===== src/rtl/axi_stream_slave_fifo_pkg.sv =====
// Shared beat type, keep-width helper and keep popcount for the AXI-Stream ingress FIFO.
// Beat data width is fixed at compile time by AXIS_SLV_DATA_WIDTH (default 512).
`ifndef AXIS_SLV_DATA_WIDTH
`define AXIS_SLV_DATA_WIDTH 512
`endif

package axis_slv_pkg;

  function automatic int unsigned keep_width(input int unsigned dw);
    return dw / 8;
  endfunction

  localparam int unsigned DATA_W = `AXIS_SLV_DATA_WIDTH;
  localparam int unsigned KEEP_W = keep_width(DATA_W);
  localparam int unsigned CNT_W  = $clog2(KEEP_W + 1);

  typedef struct packed {
    logic [DATA_W-1:0] data;
    logic [KEEP_W-1:0] keep;
    logic              last;
  } beat_t;

  // Number of valid bytes in one beat
  function automatic logic [CNT_W-1:0] popcount(input logic [KEEP_W-1:0] keep);
    logic [CNT_W-1:0] n;
    n = '0;
    for (int i = 0; i < int'(KEEP_W); i++) begin
      n = n + CNT_W'(keep[i]);
    end
    return n;
  endfunction

endpackage


===== src/rtl/axi_stream_slave_fifo_mem.sv =====
// DEPTH x beat_t storage: synchronous write, asynchronous read by pointer.
module axis_fifo_mem
  import axis_slv_pkg::*;
#(
  parameter int unsigned DEPTH = 4,
  localparam int unsigned PTR_W = $clog2(DEPTH)
) (
  input  logic             clk,
  input  logic             reset,
  input  logic             we,
  input  logic [PTR_W-1:0] waddr,
  input  beat_t            wbeat,
  input  logic [PTR_W-1:0] raddr,
  output beat_t            rbeat
);

  beat_t mem_q [DEPTH];
  beat_t mem_d [DEPTH];

  always_comb begin
    mem_d = mem_q;
    if (we) begin
      mem_d[waddr] = wbeat;
    end
  end

  // Cleared on reset so the head beat reads as zero while empty
  always_ff @(posedge clk) begin
    if (reset) begin
      mem_q <= '{default: '0};
    end else begin
      mem_q <= mem_d;
    end
  end

  assign rbeat = mem_q[raddr];

endmodule


===== src/rtl/axi_stream_slave_fifo.sv =====
// AXI-Stream ingress FIFO feeding the hash/encrypt core; holds pointers, fill level and handshake.
// Optional message byte-length reporting is enabled by defining AXIS_SLV_MSG_LEN_EN.
module axi_stream_slave_fifo
  import axis_slv_pkg::*;
#(
  parameter int unsigned DATA_WIDTH = DATA_W,
  parameter int unsigned DEPTH      = 4,
  parameter int unsigned LEN_WIDTH  = 64
) (
  input  logic                       clk,
  input  logic                       reset,
  input  logic                       s_valid,
  output logic                       s_ready,
  input  logic [DATA_WIDTH-1:0]      s_data,
  input  logic [DATA_WIDTH/8-1:0]    s_keep,
  input  logic                       s_last,
  output logic                       m_valid,
  input  logic                       m_ready,
  output logic [DATA_WIDTH-1:0]      m_data,
  output logic [DATA_WIDTH/8-1:0]    m_keep,
  output logic                       m_last,
`ifdef AXIS_SLV_MSG_LEN_EN
  output logic [LEN_WIDTH-1:0]       msg_len,
  output logic                       msg_len_valid,
`endif
  output logic [$clog2(DEPTH):0]     fill_level
);

  localparam int unsigned PTR_W  = $clog2(DEPTH);
  localparam int unsigned FILL_W = PTR_W + 1;

  logic [PTR_W-1:0]  wr_ptr_q, wr_ptr_d;
  logic [PTR_W-1:0]  rd_ptr_q, rd_ptr_d;
  logic [FILL_W-1:0] fill_q, fill_d;
  logic              s_ready_q, s_ready_d;
  logic              m_valid_q, m_valid_d;
  logic              push, pop;
  beat_t             wbeat, rbeat;

  assign push = s_valid & s_ready_q;
  assign pop  = m_valid_q & m_ready;

  assign wbeat.data = DATA_W'(s_data);
  assign wbeat.keep = KEEP_W'(s_keep);
  assign wbeat.last = s_last;

  axis_fifo_mem #(.DEPTH(DEPTH)) u_mem (
    .clk   (clk),
    .reset (reset),
    .we    (push),
    .waddr (wr_ptr_q),
    .wbeat (wbeat),
    .raddr (rd_ptr_q),
    .rbeat (rbeat)
  );

  // Pointer and occupancy update; ready/valid derive from the next count so they stay registered
  always_comb begin
    wr_ptr_d  = wr_ptr_q + PTR_W'(push);
    rd_ptr_d  = rd_ptr_q + PTR_W'(pop);
    fill_d    = fill_q + FILL_W'(push) - FILL_W'(pop);
    s_ready_d = (fill_d != FILL_W'(DEPTH));
    m_valid_d = (fill_d != '0);
  end

  always_ff @(posedge clk) begin
    if (reset) begin
      wr_ptr_q  <= '0;
      rd_ptr_q  <= '0;
      fill_q    <= '0;
      s_ready_q <= 1'b0;
      m_valid_q <= 1'b0;
    end else begin
      wr_ptr_q  <= wr_ptr_d;
      rd_ptr_q  <= rd_ptr_d;
      fill_q    <= fill_d;
      s_ready_q <= s_ready_d;
      m_valid_q <= m_valid_d;
    end
  end

  assign s_ready    = s_ready_q;
  assign m_valid    = m_valid_q;
  assign fill_level = fill_q;
  assign m_data     = DATA_WIDTH'(rbeat.data);
  assign m_keep     = (DATA_WIDTH/8)'(rbeat.keep);
  assign m_last     = rbeat.last;

`ifdef AXIS_SLV_MSG_LEN_EN
  logic [LEN_WIDTH-1:0] len_cnt_q, len_cnt_d;
  logic [LEN_WIDTH-1:0] msg_len_q, msg_len_d;
  logic                 msg_len_valid_q, msg_len_valid_d;
  logic [LEN_WIDTH-1:0] beat_bytes;

  assign beat_bytes = LEN_WIDTH'(popcount(KEEP_W'(s_keep)));

  // Byte accumulation on push; the last beat publishes the total and restarts the count
  always_comb begin
    len_cnt_d       = len_cnt_q;
    msg_len_d       = msg_len_q;
    msg_len_valid_d = 1'b0;
    if (push) begin
      if (s_last) begin
        msg_len_d       = len_cnt_q + beat_bytes;
        msg_len_valid_d = 1'b1;
        len_cnt_d       = '0;
      end else begin
        len_cnt_d = len_cnt_q + beat_bytes;
      end
    end
  end

  always_ff @(posedge clk) begin
    if (reset) begin
      len_cnt_q       <= '0;
      msg_len_q       <= '0;
      msg_len_valid_q <= 1'b0;
    end else begin
      len_cnt_q       <= len_cnt_d;
      msg_len_q       <= msg_len_d;
      msg_len_valid_q <= msg_len_valid_d;
    end
  end

  assign msg_len       = msg_len_q;
  assign msg_len_valid = msg_len_valid_q;
`endif

endmodule


===== config.mk =====
export PLATFORM = sky130hd
export DESIGN_NAME = axi_stream_slave_fifo
export DESIGN_NICKNAME = d
export VERILOG_FILES = /design/src/rtl/axi_stream_slave_fifo_pkg.sv /design/src/rtl/axi_stream_slave_fifo_mem.sv /design/src/rtl/axi_stream_slave_fifo.sv
export SDC_FILE = /design/constraint.sdc
export NUM_CORES = 2
export LEC_CHECK = 0
export CELL_PAD_IN_SITES_DETAIL_PLACEMENT = 0
export CELL_PAD_IN_SITES_GLOBAL_PLACEMENT = 2
export CORE_ASPECT_RATIO = 1.4
export CORE_MARGIN = 8
export CORE_UTILIZATION = 25
export DETAILED_ROUTE_END_ITERATION = 7
export PLACE_DENSITY_LB_ADDON = 0.1
export SLEW_MARGIN = 20
export SYNTH_ARGS = -nofsm -noshare
export SYNTH_HDL_FRONTEND = slang
export SYNTH_SLANG_ARGS = --single-unit

===== constraint.sdc =====
create_clock -name clk -period 3.74 [get_ports clk]
set_clock_uncertainty 0.15 [all_clocks]
set_input_delay 0.561 -clock clk [delete_from_list [all_inputs] [get_ports clk]]
set_output_delay 0.561 -clock clk [all_outputs]
set_load 0.03 [all_outputs]

==> flow_metrics.py <==
metrics = {
    "placement": {
        "dpl_cell_area_mm2": 0.110,
        "globalplace.congestion": 0.782,
        "place_ws_ps": 605,
        "dpl.hpwl_um": 278000,
        "placed_cells": 16300,
        "portBuffers": 1162,
    },
    "synth": {
        "synth-async-reset-ratio_pct": 0,
        "syn_area_mm2": 0.0933,
        "synth-edff-count": 0,
        "synth_seq_area_share_pct": 49.7,
        "synth_area_leaders": "dfxtp_1 (50%), nand2_1 (19%), mux4_2 (14%)",
        "synthCells": 10800,
        "synth_cell_types": 26,
        "synth_top_cell_area_share_pct": 49.7,
        "synth_fp_nets": 11300,
        "synth.most_common_cell": "nand2_1",
        "dominantRegCellSynth": "dfxtp_1",
        "yosysTopAreaCell": "dfxtp_1",
        "ys_warn_count": 0,
        "ys_ff_latch": 2317,
        "syn_area_per_cell_um2": 8.67,
        "yosys-top-cells-count": "nand2_1 (4619), dfxtp_1 (2317), a21oi_1 (2309)",
    },
    "timing": {
        "drv_slew": 0,
        "rsz0062_at_grt": "yes",
        "period_minus_slack_ps": 3620,
        "fmax_ghz": 0.276,
        "maxSlewHeadroom_pct": 26.8,
        "tightest_slew_ps": 1100,
        "timing.final.crit_share_pct": 96.7,
        "final-setup-viol-count": 0,
        "hold_viol_final": 0,
        "worst_slack_ps": 123,
    },
    "detailed_routing": {
        "ant_nets": 0,
        "routed_wl_um": 421000,
        "num_vias": 80800,
        "initialDrtViolationCount": 5871,
        "first_pass_iters": 5,
        "drc": 0,
        "viasPerCell": 4.80,
        "wl_per_cell_um": 25.0,
    },
    "layout": {
        "area_growth_pct": 28.0,
        "fin_cells": 16800,
        "fillers": 38600,
        "final_layout_size_suffix_gt1_share_pct": 14.1,
        "final_cell_area_mm2": 0.119,
        "final_nets": 12200,
    },
    "worst_setup_path": {
        "endpoint": "m_data[83]",
        "worst-endpoint-arrival_ps": 2910,
        "r2r_cells": 5,
        "slowest_stage": "clkdlybuf4s50_1",
        "worstSetupPathDepth": 4,
        "crit_family": "buffers and inverters",
        "critPathMaxFanout": 40,
        "criticalPathCategory": "reg -> out",
        "rr_startpoint": "s_ready$_SDFF_PP0_",
        "rr_endpoint": "u_mem.mem_q[1243]$_SDFFE_PP0P_",
        "path_cells": "buf_12, buf_12, mux4_2, clkdlybuf4s50_1",
        "slowest_delay_ps": 900,
        "critPathLaunchType": "flip-flop",
        "worst_setup_path_end_kind": "primary output",
        "critPathLaunch": "rd_ptr_q[1]$_SDFF_PP0_",
        "cp_common_cell": "buf_12",
        "r2r_setup_slack_ps": 1080,
        "path_buf_inv": 3,
        "cp.required_ps": 3030,
    },
    "cts": {
        "cts.hold.buffers_added": 0,
        "cts_sinks": 2317,
        "clockRootBuffer": "clkbuf_16",
        "cts_tree": "done",
        "clockBufferDepth": 4,
        "numCtsBuffers": 276,
        "clk_pin_slew_worst_paths_ps": 60,
        "htree_levels": 5,
        "clk_latency_ps": 890,
    },
    "power_and_ir_drop": {
        "p_int_mw": 47.8,
        "power_frac_clock_pct": 38.5,
        "powerDensity_mw_per_mm2": 589,
        "switching_share_pct": 32.0,
        "p_sw_mw": 22.5,
        "power_mw": 70.3,
        "p_leak_nw": 40.0,
        "p_seq_share_pct": 38.3,
        "p_comb_share_pct": 23.2,
        "vdd_ir_drop_max_mv": 0.345,
    },
    "die": {
        "die_width_um": 532,
        "die_area_mm2": 0.393,
        "core_mm2": 0.372,
        "io_pins": 1163,
        "row_count": 265,
        "start_util_pct": 25.1,
        "die_h_um": 739,
    },
    "worst_hold_path": {
        "hold_path_class": "in -> reg",
    },
    "grt": {
        "grt_overflow": 0,
        "grt_pass1_vias": 78700,
        "track_usage_pct": 20.4,
        "grt_pass1_wl_um": 600000,
        "antenna_found_initial": 203,
        "grt_start_max_net_pins": 137,
    },
    "run": {
        "cap_violations": 0,
    },
    "run_status": {
        "run_status": "finished clean",
    },
}
## worst min path at each step
stage	from	to	slack, ps	cells after the start
6_report	reset	u_mem.mem_q[100]$_SDFFE_PP0P_	70	2
5_1_grt	reset	u_mem.mem_q[100]$_SDFFE_PP0P_	50	2
4_1_cts	reset	u_mem.mem_q[123]$_SDFFE_PP0P_	40	2
3_5_place_dp	u_mem.mem_q[720]$_SDFFE_PP0P_	u_mem.mem_q[720]$_SDFFE_PP0P_	290	2
3_3_place_gp	u_mem.mem_q[1066]$_SDFFE_PP0P_	u_mem.mem_q[1066]$_SDFFE_PP0P_	290	2
2_1_floorplan	u_mem.mem_q[1000]$_SDFFE_PP0P_	u_mem.mem_q[1000]$_SDFFE_PP0P_	280	2
## cell type report
class                      instances  area (um^2)  area share (%)
sequential                      2317        46400            38.9
multi-input combinational       7533        42100            35.3
timing repair buffer            1514        15700            13.1
clock buffer                     429         8220            6.88
tap                             4939         6180            5.18
clock inverter                    50          658           0.551
antenna                           48          120           0.101
inverter                           3         11.3         0.00943
## logic make-up after synthesis
group	after synthesis	synth area share [%]
xor+xnor	5	0.0469
buf+inv	905	5.14
compound gates	2310	12.4
mux	577	13.9
fa+ha+maj	3	0.0483
simple gates	4638	18.7
flops	2317	49.7
## registers in the layout (all words and copies together), names as in the netlist
signal	flops
rd_ptr_q	2
u_mem.mem_q	2308
m_valid	1
s_ready	1
fill_level	3
wr_ptr_q	2
## metrics by stage
step           hold slack (ps)  setup TNS (ps)  utilization [%]
3_3_place_gp               288               0             29.6
6_report                  65.2               0             32.1
4_1_cts                   35.0            -824             32.1
5_1_grt                   54.7           -15.7             32.1
2_1_floorplan              283               0                -
3_5_place_dp               293               0             29.6
## layer usage
layer | track usage, % | up-vias | part of all wire (%)
li1 | - | 37800 | -
met1 | 26.0 | 39700 | 42
met2 | 32.8 | 2522 | 46
met3 | 7.42 | 624 | 9.6
met4 | 5.19 | 146 | 2.4
met5 | 0 | - | 0.22
## placed cells by master, fill, tap and decap left out, types with 65 or more instances in the layout
cell type / netlist / layout
a21oi_1: 2309 / 2309
buf_12: 0 / 155
buf_4: 58 / 465
clkbuf_1: 406 / 84
clkbuf_16: 0 / 282
clkbuf_8: 0 / 65
clkdlybuf4s50_1: 0 / 595
dfxtp_1: 2317 / 2315
dlygate4sd2_1: 0 / 219
mux4_2: 577 / 577
nand2_1: 4619 / 4619
## repair_timing
action / in CTS / in global routing
setup endpoints to repair: 371 / 66
gates resized for setup: 322 / 69
gates cloned: 7 / 2
hold endpoints to repair: 0 / 0
setup buffers: 13 / 1
## power groups by stage
stage / registers, mW / clock network (mW) / logic (mW)
6_report: 26.9 / 27.1 / 16.3
5_1_grt: 27.0 / 29.0 / 17.5
4_1_cts: 26.9 / 28.1 / 16.7
3_5_place_dp: 27.4 / 0 / 16.6
3_3_place_gp: 27.4 / 0 / 16.5
2_1_floorplan: 27.2 / 0 / 9.53
No activity file was read; power rests on OpenSTA's default activity.
